File: src/rtl/qoa_sample_encoder.sv
// QOA sample encoder: 4-tap LMS prediction, residual quantisation and
// reconstruction, one sample every eight cycles through a sequential FSM.
module qoa_sample_encoder #(
    parameter int WEIGHT_SHIFT = 13
) (
    input  logic        clk,
    input  logic        rst_n,
    input  logic        lms_wr,
    input  logic [2:0]  lms_sel,
    input  logic [15:0] lms_wdata,
    input  logic        s_valid,
    output logic        s_ready,
    input  logic [15:0] s_sample,
    input  logic [3:0]  s_sf,
    output logic        m_valid,
    input  logic        m_ready,
    output logic [2:0]  m_code,
    output logic [15:0] m_recon
);

    typedef enum logic [2:0] {
        IDLE, MAC0, MAC1, MAC2, MAC3, QUANT, UPDATE, OUT
    } state_t;

    state_t state, state_nxt;

    logic signed [15:0] hist [4];
    logic signed [15:0] weight [4];
    logic signed [15:0] hist_eff [4];
    logic signed [15:0] weight_eff [4];

    logic signed [15:0] sample_q;
    logic [3:0]         sf_q;
    logic signed [33:0] acc;
    logic signed [33:0] pred_q;
    logic [2:0]         code_q;

    logic               snap_en;
    logic [2:0]         snap_sel;
    logic signed [15:0] snap_val;

    function automatic logic [11:0] sf_lut(input logic [3:0] i);
        case (i)
            4'd0:  sf_lut = 12'd1;
            4'd1:  sf_lut = 12'd7;
            4'd2:  sf_lut = 12'd21;
            4'd3:  sf_lut = 12'd45;
            4'd4:  sf_lut = 12'd84;
            4'd5:  sf_lut = 12'd138;
            4'd6:  sf_lut = 12'd211;
            4'd7:  sf_lut = 12'd304;
            4'd8:  sf_lut = 12'd421;
            4'd9:  sf_lut = 12'd562;
            4'd10: sf_lut = 12'd731;
            4'd11: sf_lut = 12'd928;
            4'd12: sf_lut = 12'd1157;
            4'd13: sf_lut = 12'd1419;
            4'd14: sf_lut = 12'd1715;
            default: sf_lut = 12'd2048;
        endcase
    endfunction

    function automatic logic [16:0] recip_lut(input logic [3:0] i);
        case (i)
            4'd0:  recip_lut = 17'd65536;
            4'd1:  recip_lut = 17'd9363;
            4'd2:  recip_lut = 17'd3121;
            4'd3:  recip_lut = 17'd1457;
            4'd4:  recip_lut = 17'd781;
            4'd5:  recip_lut = 17'd475;
            4'd6:  recip_lut = 17'd311;
            4'd7:  recip_lut = 17'd216;
            4'd8:  recip_lut = 17'd156;
            4'd9:  recip_lut = 17'd117;
            4'd10: recip_lut = 17'd90;
            4'd11: recip_lut = 17'd71;
            4'd12: recip_lut = 17'd57;
            4'd13: recip_lut = 17'd47;
            4'd14: recip_lut = 17'd39;
            default: recip_lut = 17'd32;
        endcase
    endfunction

    // Dequant magnitudes scaled by 4: 0.75, 2.5, 4.5, 7.
    function automatic logic [4:0] base_lut(input logic [1:0] i);
        case (i)
            2'd0:    base_lut = 5'd3;
            2'd1:    base_lut = 5'd10;
            2'd2:    base_lut = 5'd18;
            default: base_lut = 5'd28;
        endcase
    endfunction

    function automatic logic signed [1:0] sgn(input logic signed [35:0] x);
        if (x > 36'sd0)
            sgn = 2'sd1;
        else if (x < 36'sd0)
            sgn = -2'sd1;
        else
            sgn = 2'sd0;
    endfunction

    // A write accepted alongside a sample must not be seen by that sample,
    // so the overwritten value is kept and substituted until UPDATE.
    always_comb begin
        for (int unsigned i = 0; i < 4; i++) begin
            hist_eff[i]   = hist[i];
            weight_eff[i] = weight[i];
            if (snap_en && snap_sel == {1'b0, 2'(i)})
                hist_eff[i] = snap_val;
            if (snap_en && snap_sel == {1'b1, 2'(i)})
                weight_eff[i] = snap_val;
        end
    end

    logic [1:0]         mac_idx;
    logic signed [31:0] mac_prod;

    always_comb begin
        case (state)
            MAC1:    mac_idx = 2'd1;
            MAC2:    mac_idx = 2'd2;
            MAC3:    mac_idx = 2'd3;
            default: mac_idx = 2'd0;
        endcase
        mac_prod = 32'(hist_eff[mac_idx]) * 32'(weight_eff[mac_idx]);
    end

    logic signed [33:0] pred_c;
    logic signed [34:0] r_full;
    logic signed [17:0] r_sat;
    logic signed [35:0] div_prod;
    logic signed [35:0] n_raw;
    logic signed [35:0] n_adj;
    logic signed [4:0]  n_c;
    logic [4:0]         q_idx;
    logic [2:0]         code_c;

    always_comb begin
        pred_c = acc >>> WEIGHT_SHIFT;
        r_full = 35'(sample_q) - 35'(pred_c);
        if (r_full > 35'sd131071)
            r_sat = 18'sh1FFFF;
        else if (r_full < -35'sd131072)
            r_sat = 18'sh20000;
        else
            r_sat = r_full[17:0];
        div_prod = 36'(r_sat) * $signed({19'd0, recip_lut(sf_q)});
        n_raw    = (div_prod + 36'sd32768) >>> 16;
        n_adj    = n_raw + 36'(sgn(36'(r_sat))) - 36'(sgn(n_raw));
        if (n_adj > 36'sd8)
            n_c = 5'sd8;
        else if (n_adj < -36'sd8)
            n_c = -5'sd8;
        else
            n_c = n_adj[4:0];
        q_idx = n_c + 5'sd8;
        case (q_idx)
            5'd0, 5'd1, 5'd2:    code_c = 3'd7;
            5'd3, 5'd4:          code_c = 3'd5;
            5'd5, 5'd6:          code_c = 3'd3;
            5'd7:                code_c = 3'd1;
            5'd10, 5'd11:        code_c = 3'd2;
            5'd12, 5'd13:        code_c = 3'd4;
            5'd14, 5'd15, 5'd16: code_c = 3'd6;
            default:             code_c = 3'd0;
        endcase
    end

    logic [16:0]        dq_mag_full;
    logic signed [15:0] dq;
    logic signed [34:0] recon_full;
    logic signed [15:0] recon_c;
    logic signed [15:0] delta;

    always_comb begin
        dq_mag_full = 17'(sf_lut(sf_q)) * 17'(base_lut(code_q[2:1])) + 17'd2;
        dq = code_q[0] ? -$signed({1'b0, dq_mag_full[16:2]})
                       :  $signed({1'b0, dq_mag_full[16:2]});
        recon_full = 35'(pred_q) + 35'(dq);
        if (recon_full > 35'sd32767)
            recon_c = 16'sh7FFF;
        else if (recon_full < -35'sd32768)
            recon_c = 16'sh8000;
        else
            recon_c = recon_full[15:0];
        delta = dq >>> 4;
    end

    always_comb begin
        state_nxt = state;
        case (state)
            IDLE:    if (s_valid) state_nxt = MAC0;
            MAC0:    state_nxt = MAC1;
            MAC1:    state_nxt = MAC2;
            MAC2:    state_nxt = MAC3;
            MAC3:    state_nxt = QUANT;
            QUANT:   state_nxt = UPDATE;
            UPDATE:  state_nxt = OUT;
            OUT:     if (m_ready) state_nxt = IDLE;
            default: state_nxt = IDLE;
        endcase
        s_ready = (state == IDLE) && rst_n;
        m_valid = (state == OUT);
    end

    always_ff @(posedge clk or negedge rst_n) begin
        if (!rst_n)
            state <= IDLE;
        else
            state <= state_nxt;
    end

    always_ff @(posedge clk or negedge rst_n) begin
        if (!rst_n) begin
            for (int unsigned i = 0; i < 4; i++) begin
                hist[i]   <= '0;
                weight[i] <= '0;
            end
            sample_q <= '0;
            sf_q     <= '0;
            acc      <= '0;
            pred_q   <= '0;
            code_q   <= '0;
            snap_en  <= 1'b0;
            snap_sel <= '0;
            snap_val <= '0;
            m_code   <= '0;
            m_recon  <= '0;
        end else begin
            case (state)
                IDLE: begin
                    if (s_valid) begin
                        sample_q <= s_sample;
                        sf_q     <= s_sf;
                        acc      <= '0;
                        snap_en  <= lms_wr;
                        snap_sel <= lms_sel;
                        snap_val <= lms_sel[2] ? weight[lms_sel[1:0]] : hist[lms_sel[1:0]];
                    end
                    if (lms_wr) begin
                        if (lms_sel[2])
                            weight[lms_sel[1:0]] <= lms_wdata;
                        else
                            hist[lms_sel[1:0]] <= lms_wdata;
                    end
                end
                MAC0, MAC1, MAC2, MAC3: acc <= acc + 34'(mac_prod);
                QUANT: begin
                    pred_q <= pred_c;
                    code_q <= code_c;
                end
                UPDATE: begin
                    for (int unsigned i = 0; i < 4; i++)
                        weight[i] <= weight[i] + (hist_eff[i][15] ? -delta : delta);
                    for (int unsigned i = 0; i < 3; i++)
                        hist[i] <= hist[i+1];
                    hist[3] <= recon_c;
                    m_code  <= code_q;
                    m_recon <= recon_c;
                    snap_en <= 1'b0;
                end
                default: ;
            endcase
        end
    end

endmodule
File: config.mk
export PLATFORM = sky130hd
export DESIGN_NAME = qoa_sample_encoder
export DESIGN_NICKNAME = d
export VERILOG_FILES = /design/src/rtl/qoa_sample_encoder.sv
export SDC_FILE = /design/constraint.sdc
export NUM_CORES = 2
export LEC_CHECK = 0
export CORE_UTILIZATION = 66
export DETAILED_ROUTE_END_ITERATION = 7
export PLACE_DENSITY = 0.83
export SKIP_LAST_GASP = 1
export SLEW_MARGIN = 5
export SYNTH_ARGS = -nofsm -noshare
export SYNTH_HDL_FRONTEND = slang
export SYNTH_SLANG_ARGS = --single-unit
File: constraint.sdc
create_clock -name clk -period 18.8 [get_ports clk]
set_clock_uncertainty 0.1 [all_clocks]
set_input_delay 5.64 -clock clk [delete_from_list [all_inputs] [get_ports clk]]
set_output_delay 5.64 -clock clk [all_outputs]
set_load 0.02 [all_outputs]
==> reports/metrics.yaml <==
io_pins: 65
syn2layout_area_growth_pct: 5.91
end_kind: "register"
hpwl_um: 99500
core_area_um2: 64600
crit_slowest_cell: "a21oi_1"
cts_resized: 0
yosysWarningCount: 0
post_cts_buffers: 0
yosys.area.top_type: "fa_1"
fin_crit_ns: 16.64
drtIter0Drc: 3870
ys_seq_elements: 248
syn_inst: 5017
postSynth.asyncResetShare: 1.00
clk_pin_slew_ns: 0.06
final_nets: 5993
crit_family: "compound AO/OA/AOI/OAI gates"
cts_buffers: 30
avgViaCountPerCell: 6.41
antenna_found_initial: 3
timing.rr.start: "acc[18]$_DFFE_PN0P_"
totalWireLength_um: 129000
relSlewSlack: 0.142
ys.flop_type: "dfrtp_1"
r2r_slack_ns: 2.16
die_h_um: 258
cap_violations: 0
critPathKind: "reg -> reg"
hold_path_end: "m_recon[7]$_DFFE_PN0P_"
yosysSeqAreaShare: 0.143
synth_top_area_frac: 0.282
synth-edff-count: 0
syn_area_um2: 43300
gp_congestion: 0.985
hp-start: "m_recon[7]$_DFFE_PN0P_"
start_util: 0.670
finalCritPeriodShare: 0.885
grt_max_degree: 85
cts.sinks: 248
htree_levels: 1
wl_per_cell_um: 22.1
cts.path.max_buffers: 3
post_dp_cell_area_um2: 44800
status: "complete, no violations"
grt_pass1_vias: 38707
cp.required_ns: 19.18
crit_arrival_ns: 17.02
insertion_delay_ns: 0.63
critPathLaunchType: "register"
io_buffer_count: 64
die-area_um2: 66600
grt_first_pass_wirelength_um: 209000
grt_overflow: 0
worstMarginPinSlew_ns: 1.28
hold_depth: 2
hold_path_class: "reg -> reg"
dieWidth_um: 258
holdBufCountCts: 0
tns_ns: 0
track_usage: 0.400
drcViolationCount: 0
syn_area_per_cell_um2: 8.62
synth_nets: 6051
rows: 93
synthTopCellsByArea: "fa_1 (28%), dfrtp_1 (14%), ha_1 (11%)"
cts_tree: "yes"
drt_first_pass_iters: 6
ys_types: 95
reg2regPathDepth: 62
fmax_ghz: 0.0601
final_hold_viol_count: 0
design_area_um2: 45800
ant_nets: 0
rsz0062_at_grt: "no"
r2r_end: "code_q[1]$_DFFE_PN0P_"
slowest_delay_ns: 1.11
drive_gt1_frac: 0.0572
setup_viol_count_final: 0
cp_max_fo: 36
clockRootBuffer: "clkbuf_16"
critPathBufInv: 8
maxSlewViolCount: 0
vias: 37403
-- synthesized netlist by cell type, drive strengths merged, types with 66 or more instances --
| library cell | instances |
|---|---|
| inv | 756 |
| fa | 609 |
| nor2 | 604 |
| nand2 | 444 |
| ha | 381 |
| a21oi | 307 |
| dfrtp | 248 |
| clkbuf | 204 |
| o21ai | 177 |
| xnor2 | 147 |
| o22ai | 123 |
| nand2b | 74 |
| xor2 | 66 |
-- registers in the layout, indices dropped and copies added (netlist names) --
signal,flops
snap_en,1
sf_q,4
weight,64
snap_val,16
hist,64
state,3
snap_sel,3
pred_q,21
sample_q,16
m_recon,16
acc,34
m_code,3
code_q,3
-- final cells by class --
| type | count | area [um2] |
|---|---|---|
| fill | 5006 | 18800 |
| timing repair buffer | 141 | 1210 |
| antenna | 1 | 2.50 |
| tap | 855 | 1070 |
| multi-input combinational | 3782 | 33400 |
| clock buffer | 41 | 842 |
| sequential | 248 | 6210 |
| inverter | 756 | 2840 |
| clock inverter | 15 | 215 |
-- cell families (layout without fill, tap and decap cells) --
logic type	count (synthesis)	in the layout	synth area share
multiplexers	82	82	0.0289
XOR/XNOR	213	213	0.0436
adder cells (fa/ha/maj)	990	990	0.392
other	1	2	0.0000867
AND/OR/NAND/NOR	1465	1465	0.151
flip-flops	248	248	0.143
AO/OA/AOI/OAI	1031	1031	0.155
buffers and inverters	987	953	0.0859
-- worst min-delay path, delay by kind of cell (launching register included) --
kind,cells,cell delay [ns]
flip-flops,1,0.34
AND/OR/NAND/NOR,2,0.10
-- cells in the final DEF, fill, tap and decap left out, types with 64 or more instances in the layout --
master,instances
inv_1,754
fa_1,609
nor2_1,598
nand2_1,441
ha_1,381
a21oi_1,297
dfrtp_1,248
xnor2_1,147
o21ai_0,142
o22ai_1,123
buf_4,77
nand2b_1,74
a21o_1,64
-- per-stage QoR --
step / util / hold WS, ns / instances / setup slack (ns)
2_1_floorplan: - / 0.350 / 5017 / 4.73
3_3_place_gp: 0.693 / 0.359 / 5782 / 2.89
3_5_place_dp: 0.693 / 0.365 / 5782 / 2.43
4_1_cts: 0.709 / 0.379 / 5838 / 2.40
5_1_grt: 0.709 / 0.399 / 5838 / 0.834
6_report: 0.709 / 0.374 / 5839 / 2.16
-- worst max-delay path by stage --
stage | from | end | slack [ns] | depth (start not counted)
CTS | acc[18]$_DFFE_PN0P_ | code_q[1]$_DFFE_PN0P_ | 2.40 | 62
floorplan | acc[23]$_DFFE_PN0P_ | code_q[1]$_DFFE_PN0P_ | 4.73 | 64
global route | acc[18]$_DFFE_PN0P_ | code_q[1]$_DFFE_PN0P_ | 0.83 | 63
detailed placement | acc[18]$_DFFE_PN0P_ | code_q[1]$_DFFE_PN0P_ | 2.43 | 63
finish | acc[18]$_DFFE_PN0P_ | code_q[1]$_DFFE_PN0P_ | 2.16 | 62
global placement | acc[18]$_DFFE_PN0P_ | code_q[1]$_DFFE_PN0P_ | 2.89 | 62
-- layer usage --
layer | global-route usage | share of wire | vias up | routed length, um
met3 | 0.0732 | 0.10 | 554 | 13300
met4 | 0.261 | 0.077 | 0 | 9950
met2 | 0.645 | 0.46 | 2231 | 59600
met1 | 0.495 | 0.36 | 18159 | 46200
li1 | - | - | 16459 | -
met5 | 0 | 0 | - | 0
Power is not shown: default switching activity piles up to over one toggle a cycle in this logic, so the estimate is an artifact.
